### src/rtl/input_skew_feeder_if.sv
// Activation stream in, skewed array drive out.
// The master side drives columns; the slave side is the skew feeder.
interface input_skew_feeder_if #(
   parameter int WIDTH = 8,
   parameter int ROWS  = 4
);
   logic                  stall;
   logic                  in_valid;
   logic                  in_ready;
   logic                  in_last;
   logic [ROWS*WIDTH-1:0] in_data;
   logic [ROWS*WIDTH-1:0] out_data;
   logic                  out_en;
   logic                  busy;
   logic                  done;

   modport master (
      output stall, in_valid, in_last, in_data,
      input  in_ready, out_data, out_en, busy, done
   );

   modport slave (
      input  stall, in_valid, in_last, in_data,
      output in_ready, out_data, out_en, busy, done
   );
endinterface

### src/rtl/input_skew_feeder.sv
// Skews each accepted activation column into the diagonal wavefront the
// systolic array consumes, zero-flushes after the last beat and pulses done.
module input_skew_feeder #(
   parameter int WIDTH = 8,
   parameter int ROWS  = 4
) (
   input  logic               CLK,
   input  logic               ASYNC_RST,
   input  logic               SYNC_RST,
   input_skew_feeder_if.slave bus
);

   localparam int CNT_W = (ROWS > 1) ? $clog2(ROWS) : 1;
   localparam logic [CNT_W-1:0] DRAIN_LAST = CNT_W'((ROWS > 1) ? ROWS - 2 : 0);

   typedef enum logic [1:0] {
      IDLE,
      STREAM,
      DRAIN
   } state_t;

   state_t                state;
   state_t                state_next;
   logic [CNT_W-1:0]      drain_cnt;
   logic [CNT_W-1:0]      drain_cnt_next;
   logic                  done_next;
   logic                  accept;
   logic                  drain_adv;
   logic                  advance;
   logic [ROWS*WIDTH-1:0] col_in;
   logic [ROWS*WIDTH-1:0] out_data_q;
   logic                  out_en_q;
   logic                  done_q;

   // Readiness is masked by both resets so nothing is taken while either is held.
   assign bus.in_ready = (state != DRAIN) && !bus.stall && !SYNC_RST && ASYNC_RST;
   assign accept       = bus.in_valid && bus.in_ready;
   assign drain_adv    = (state == DRAIN) && !bus.stall && !SYNC_RST;
   assign advance      = accept || drain_adv;
   assign col_in       = accept ? bus.in_data : '0;

   assign bus.out_data = out_data_q;
   assign bus.out_en   = out_en_q;
   assign bus.done     = done_q;
   assign bus.busy     = (state != IDLE);

   always_comb begin
      state_next     = state;
      drain_cnt_next = drain_cnt;
      done_next      = 1'b0;
      case (state)
         IDLE, STREAM: begin
            if (accept) begin
               if (bus.in_last) begin
                  if (ROWS == 1) begin
                     state_next = IDLE;
                     done_next  = 1'b1;
                  end else begin
                     state_next     = DRAIN;
                     drain_cnt_next = '0;
                  end
               end else begin
                  state_next = STREAM;
               end
            end
         end
         DRAIN: begin
            if (drain_adv) begin
               if (drain_cnt == DRAIN_LAST) begin
                  state_next     = IDLE;
                  drain_cnt_next = '0;
                  done_next      = 1'b1;
               end else begin
                  drain_cnt_next = drain_cnt + 1'b1;
               end
            end
         end
         default: state_next = IDLE;
      endcase
   end

   always_ff @(posedge CLK or negedge ASYNC_RST) begin
      if (!ASYNC_RST) begin
         state     <= IDLE;
         drain_cnt <= '0;
         out_en_q  <= 1'b0;
         done_q    <= 1'b0;
      end else if (SYNC_RST) begin
         state     <= IDLE;
         drain_cnt <= '0;
         out_en_q  <= 1'b0;
         done_q    <= 1'b0;
      end else begin
         state     <= state_next;
         drain_cnt <= drain_cnt_next;
         out_en_q  <= advance;
         done_q    <= done_next;
      end
   end

   // Lane i holds i delay stages ahead of its output register; all shift
   // together on an advance, so a drain leaves only zeros behind.
   for (genvar i = 0; i < ROWS; i++) begin : g_lane
      logic [WIDTH-1:0] lane_in;
      logic [WIDTH-1:0] lane_q;

      assign lane_in = col_in[i*WIDTH +: WIDTH];
      assign out_data_q[i*WIDTH +: WIDTH] = lane_q;

      if (i == 0) begin : g_direct
         always_ff @(posedge CLK or negedge ASYNC_RST) begin
            if (!ASYNC_RST) begin
               lane_q <= '0;
            end else if (SYNC_RST) begin
               lane_q <= '0;
            end else if (advance) begin
               lane_q <= lane_in;
            end
         end
      end else begin : g_delay
         logic [WIDTH-1:0] dly [i];

         always_ff @(posedge CLK or negedge ASYNC_RST) begin
            if (!ASYNC_RST) begin
               for (int j = 0; j < i; j++) dly[j] <= '0;
               lane_q <= '0;
            end else if (SYNC_RST) begin
               for (int j = 0; j < i; j++) dly[j] <= '0;
               lane_q <= '0;
            end else if (advance) begin
               dly[0] <= lane_in;
               for (int j = 1; j < i; j++) dly[j] <= dly[j-1];
               lane_q <= dly[i-1];
            end
         end
      end
   end

endmodule
### src/flat_wrapper.sv
// flat-port wrapper written by rule: the top's interface ports become plain ports
module input_skew_feeder_flat 
#(
   parameter int WIDTH = 8,
   parameter int ROWS  = 4
)
  (CLK, ASYNC_RST, SYNC_RST, bus_stall, bus_in_valid, bus_in_last, bus_in_data, bus_in_ready, bus_out_data, bus_out_en, bus_busy, bus_done);
  input_skew_feeder_if #(.WIDTH(WIDTH), .ROWS(ROWS)) bus_i ();
  input  logic CLK;
  input  logic ASYNC_RST;
  input  logic SYNC_RST;
  input wire logic [$bits(bus_i.stall)-1:0] bus_stall;
  input wire logic [$bits(bus_i.in_valid)-1:0] bus_in_valid;
  input wire logic [$bits(bus_i.in_last)-1:0] bus_in_last;
  input wire logic [$bits(bus_i.in_data)-1:0] bus_in_data;
  output wire logic [$bits(bus_i.in_ready)-1:0] bus_in_ready;
  output wire logic [$bits(bus_i.out_data)-1:0] bus_out_data;
  output wire logic [$bits(bus_i.out_en)-1:0] bus_out_en;
  output wire logic [$bits(bus_i.busy)-1:0] bus_busy;
  output wire logic [$bits(bus_i.done)-1:0] bus_done;
  assign bus_i.stall = bus_stall;
  assign bus_i.in_valid = bus_in_valid;
  assign bus_i.in_last = bus_in_last;
  assign bus_i.in_data = bus_in_data;
  assign bus_in_ready = bus_i.in_ready;
  assign bus_out_data = bus_i.out_data;
  assign bus_out_en = bus_i.out_en;
  assign bus_busy = bus_i.busy;
  assign bus_done = bus_i.done;
  input_skew_feeder #(.WIDTH(WIDTH), .ROWS(ROWS)) u_core (.CLK(CLK), .ASYNC_RST(ASYNC_RST), .SYNC_RST(SYNC_RST), .bus(bus_i));
endmodule
### config.mk
export PLATFORM = sky130hd
export DESIGN_NAME = input_skew_feeder_flat
export DESIGN_NICKNAME = d
export VERILOG_FILES = /design/src/rtl/input_skew_feeder_if.sv /design/src/rtl/input_skew_feeder.sv /design/src/flat_wrapper.sv
export SDC_FILE = /design/constraint.sdc
export NUM_CORES = 1
export LEC_CHECK = 0
export CAP_MARGIN = 20
export CORE_MARGIN = 3
export CORE_UTILIZATION = 53
export CTS_BUF_LIST = sky130_fd_sc_hd__clkbuf_2
export CTS_CLUSTER_SIZE = 20
export DETAILED_ROUTE_END_ITERATION = 10
export PLACE_DENSITY = 0.82
export REMOVE_ABC_BUFFERS = 1
export SKIP_CTS_REPAIR_TIMING = 1
export SYNTH_ARGS = -nofsm -noshare
export SYNTH_HDL_FRONTEND = slang
export SYNTH_SLANG_ARGS = --single-unit
export TNS_END_PERCENT = 10
### constraint.sdc
create_clock -name CLK -period 1.7 [get_ports CLK]
set_input_delay 0.51 -clock CLK [delete_from_list [all_inputs] [get_ports CLK]]
set_output_delay 0.51 -clock CLK [all_outputs]
set_load 0.02 [all_outputs]
Word level (Yosys, flattened, before mapping)
Cells that the tools add are included.
{"block": "word_totals", "word_cells": 71, "input_bits": 38, "register_bits": 86, "out_inout_bits": 36}
{"block": "classes", "eq_ne": 8, "n_addsub": 1, "n_mux": 32, "reduce_logical": 16}
{"cell": "$mux 8", "count": 10}
{"cell": "$mux 24", "count": 2}
{"cell": "$mux 16", "count": 2}
{"cell": "$mux 32", "count": 1}
{"cell": "$mux 2", "count": 10}
{"cell": "$pmux 2 s2", "count": 2}
{"cell": "$logic_and 1x1->1", "count": 6}
{"cell": "$ne 3x2->1 const B", "count": 2}
{"cell": "$ne 3x3->1 const B", "count": 2}
{"cell": "$mux 1", "count": 5}
{"cell": "$eq 2x2->1 const B", "count": 2}
{"cell": "$reduce_and 4->1", "count": 1}
{"cell": "$reduce_bool 2->1", "count": 2}
{"cell": "$reduce_and 3->1", "count": 1}
{"cell": "$reduce_bool 3->1", "count": 1}
{"cell": "$add 2x1->2 const B", "count": 1}
{"cell": "$eq 2x1->1 const B", "count": 1}
{"cell": "$logic_not 1->1", "count": 2}
{"cell": "$logic_not 2->1", "count": 1}
{"cell": "$ne 2x2->1 const B", "count": 1}
{"cell": "$reduce_or 2->1", "count": 1}
{"cell": "$logic_or 1x1->1", "count": 1}

Depth between registers and ports, before layout
{"block": "depth", "ltp_word": 8, "mapped_depth": 6, "depth_no_buf": 3}

Worst setup path after synthesis
No wires, ideal clock.
{"block": "synth_timing", "path_type": "input -> output", "start": "in SYNC_RST", "end": "out bus_in_ready", "n_path_buf": 1, "required_ns": 1.190, "slack_ns": 0.118, "path_stages": 3, "arrival_time_ns": 1.072, "cell_sequence": "buf_2 -> nor2_4 -> and3_1"}
{"block": "synth_via", "elab_chain_len": 3}
{"element": "start: declaration", "line": "flat_wrapper.sv:11", "text": "input logic SYNC_RST;"}
{"element": "$logic_not 1->1", "line": "input_skew_feeder.sv:36", "text": "assign bus.in_ready = (state != DRAIN) && !bus.stall && !SYNC_RST && ASYNC_RST;"}
{"element": "$logic_and 1x1->1 (2 in series)", "line": "input_skew_feeder.sv:36"}
{"element": "end: declaration", "line": "flat_wrapper.sv:16", "text": "output wire logic [$bits(bus_i.in_ready)-1:0] bus_in_ready;"}
No other way between the ends.

Worst setup path in the final report
{"block": "layout_timing", "start": "reg u_core.state[0]", "end": "out bus_in_ready"}
{"block": "layout_via", "elab_chain_len": 4}
{"element": "start: declaration", "line": "input_skew_feeder.sv:22", "text": "state_t state;"}
{"element": "start signal: assignment", "line": "input_skew_feeder.sv:94", "text": "state <= state_next;"}
{"element": "$ne 2x2->1", "line": "input_skew_feeder.sv:36"}
{"element": "$logic_and 1x1->1 (3 in series)", "line": "input_skew_feeder.sv:36"}
No other way between the ends.

==> results.yml <==
layout:
  post-route-util_pct: 69.75
  finalNetCount: 381
  n_antenna_cell: 0
  final_common_cell: "dfrtp_1"
  area_delta_synth_final_pct: 24.35
  drive_above_1_share_pct: 35.63
  fillers: 481
  layout_common_cells: "dfrtp_1 (86), nor2b_1 (48), clkdlybuf4s50_1 (35)"
global_route:
  grt_pass1_wl_mm: 12.03
  overflow: 0
  grt_pass1_vias: 2513
  grt_use_total_pct: 19.96
  grt_start_max_net_pins: 58
  antenna_found_initial: 0
power:
  clkPwrFrac_pct: 26.5
  power_switching_share_pct: 26.57
  power_density_nw_per_um2: 731.2
  intPower_w: 0.002446
  comb_power_share_pct: 10.4
  ir_drop_uv: 468.9
  p_leak_nw: 2.302
  pwr-share-seq_pct: 63.1
  power.total_w: 0.003331
  power_switching_w: 0.0008850
die:
  core-area_um2: 6531
  num_io_pins: 74
  initial_utilization_pct: 56.09
  dieArea_um2: 7946
  die_w_um: 89.14
  num_rows: 29
  die_h_um: 89.14
critical_path:
  r2r_end: "u_core.g_lane[3].g_delay.dly[10]"
  path_class: "flop to output pin"
  reg2regPathDepth: 5
  r2r_slack_ps: 20
  arrival_ps: 1420
  r2r_start: "u_core.state[1]"
  start_kind: "flop"
  end_kind: "output pin"
  cp_max_fo: 4
  worstPathRequired_ps: 1190
timing:
  setup-violations-final: 2
  timing.slew.headroom_pct: 53.20
  period_needed_ps: 1926
  timing.final.ws_setup_ps: -226.3
  drv_slew: 0
  tns_ps: -376.6
  fmaxAchievable_mhz: 519.1
  skew_ps: 34.88
  worst_pin_slew_ps: 702.0
  finalHoldViolCount: 0
  finalCritPeriodShare_pct: 113.3
  rsz0062_at_grt: "yes"
placed_design:
  port_buffers: 73
  gp_congestion: 0.8032
  dpl.hpwl_mm: 4.889
  dp_slack_ps: -676.9
clocking:
  root_buffer: "clkbuf_2"
  cts_buffers: 9
  clkSinkCount: 86
  cts_tree: "yes"
  cts_buffer_depth: 2
  clk_latency_ps: 530
  htreeDepth: 3
  clk_pin_slew_ps: 230
run_status:
  violations: "setup timing"
  status: "finished with violations"
yosys:
  synth-seq-cells: 86
  synth_cells: 262
  ys_warn_count: 0
  yosys-top-cells-area: "dfrtp_1 (59%), mux2_2 (12%), a32o_1 (8.7%), nor2b_1 (8.2%), mux2_4 (3.7%)"
  synth_cell_type_count: 30
  synth_area_leader_cell: "dfrtp_1"
  synthesis.area_um2: 3664
  ys_seq_area_share_pct: 58.74
  syn_avg_cell_area_um2: 13.98
  yosys.area.top_type_share_pct: 58.74
detailed_routing:
  viasPerCell: 5.645
  drtIter0Drc: 128
  vias: 2399
  drc: 0
  wirelength_mm: 7.511
  drt-pass1-iter-count: 6
  wire_per_inst_um: 17.67
  drtAntennaViolNets: 0
hold_path:
  hold_path.class: "input port to asynchronous set/reset pin"
run:
  drv_cap: 0
==> layer usage <==
layer	track usage (%)	wire length, µm	vias to the layer above
met4	8.796	126	0
met5	0	0	-
met3	4.147	429	13
met2	30.34	3579	78
met1	27.84	3376	1198
li1	-	-	1110
==> final cells by class <==
type	instances	area, µm²	share of cell area, %
clock buffers	10	50.05	1.099
repair buffers	91	775.7	17.03
multi-input cells	153	1436	31.53
well taps	77	96.34	2.115
inverters	2	7.507	0.1648
flip-flops and latches	86	2152	47.24
clock inverters	6	37.54	0.8239
==> worst max-delay path, cell delays in order, from the launching register on <==
cell and delay (ps):
dfrtp_1 460, nand2b_4 150, and3_1 160, buf_2 150
==> power groups by stage <==
stage               clock network, W   logic, W  registers, W
floorplan                          0  0.0000977       0.00214
global placement                   0   0.000342       0.00213
detailed placement                 0   0.000347       0.00214
CTS                         0.000908   0.000349       0.00210
global route                0.000998   0.000377       0.00211
finish                      0.000882   0.000348       0.00210
==> per-stage QoR <==
step	hold WS, ps	area, µm²	instances
floorplan	214.4	3537	241
global placement	477.8	4531	407
detailed placement	482.4	4531	407
CTS	-39.59	4618	423
global route	130.0	4556	425
finish	127.3	4556	425
==> synthesized netlist by cell type <==
| cell type | number |
|---|---|
| or2_2 | 1 |
| o21bai_1 | 1 |
| buf_1 | 1 |
| a31oi_1 | 3 |
| o21ai_4 | 1 |
| buf_6 | 1 |
| buf_8 | 1 |
| a32o_1 | 32 |
| and3_1 | 2 |
| mux2_4 | 9 |
| nand4b_1 | 1 |
| nor2_1 | 2 |
| buf_4 | 6 |
| nor2_4 | 1 |
| o22a_1 | 1 |
| nor2b_1 | 48 |
| clkbuf_1 | 7 |
| nand2_1 | 2 |
| dfrtp_1 | 86 |
| and2_1 | 1 |
| buf_2 | 5 |
| mux2_2 | 39 |
| nand2b_1 | 1 |
| nand3_1 | 3 |
| inv_1 | 2 |
| and2b_4 | 1 |
| and4b_1 | 1 |
| a2111oi_2 | 1 |
| nand3b_1 | 1 |
| nor3b_1 | 1 |
==> state kept, by name, summed over array words and instances (netlist names) <==
register / cells
u_core.drain_cnt: 2
u_core.bus.out_en: 1
u_core.g_lane.lane_q: 32
u_core.g_lane.g_delay.dly: 48
u_core.bus.done: 1
u_core.state: 2
==> worst max path at each step <==
stage	from	to	slack, ps	cells after the start
after global routing	u_core.state[0]	bus_in_ready	-310	3
after global placement	bus_stall	bus_in_ready	-670	4
final	u_core.state[0]	bus_in_ready	-230	3
after floorplan	bus_in_valid	u_core.g_lane[0].lane_q[0]	-510	3
after detailed placement	bus_stall	bus_in_ready	-680	4
after CTS	u_core.state[0]	bus_in_ready	-680	3
==> cell families after synthesis <==
logic type | after synthesis | share of synthesized area, %
DFF | 86 | 58.74
buffers and inverters | 23 | 3.654
and+or+nand+nor | 66 | 11.37
AOI/OAI and AO/OA | 39 | 10.55
muxes | 48 | 15.68
Power figures use the tool's default switching activity.
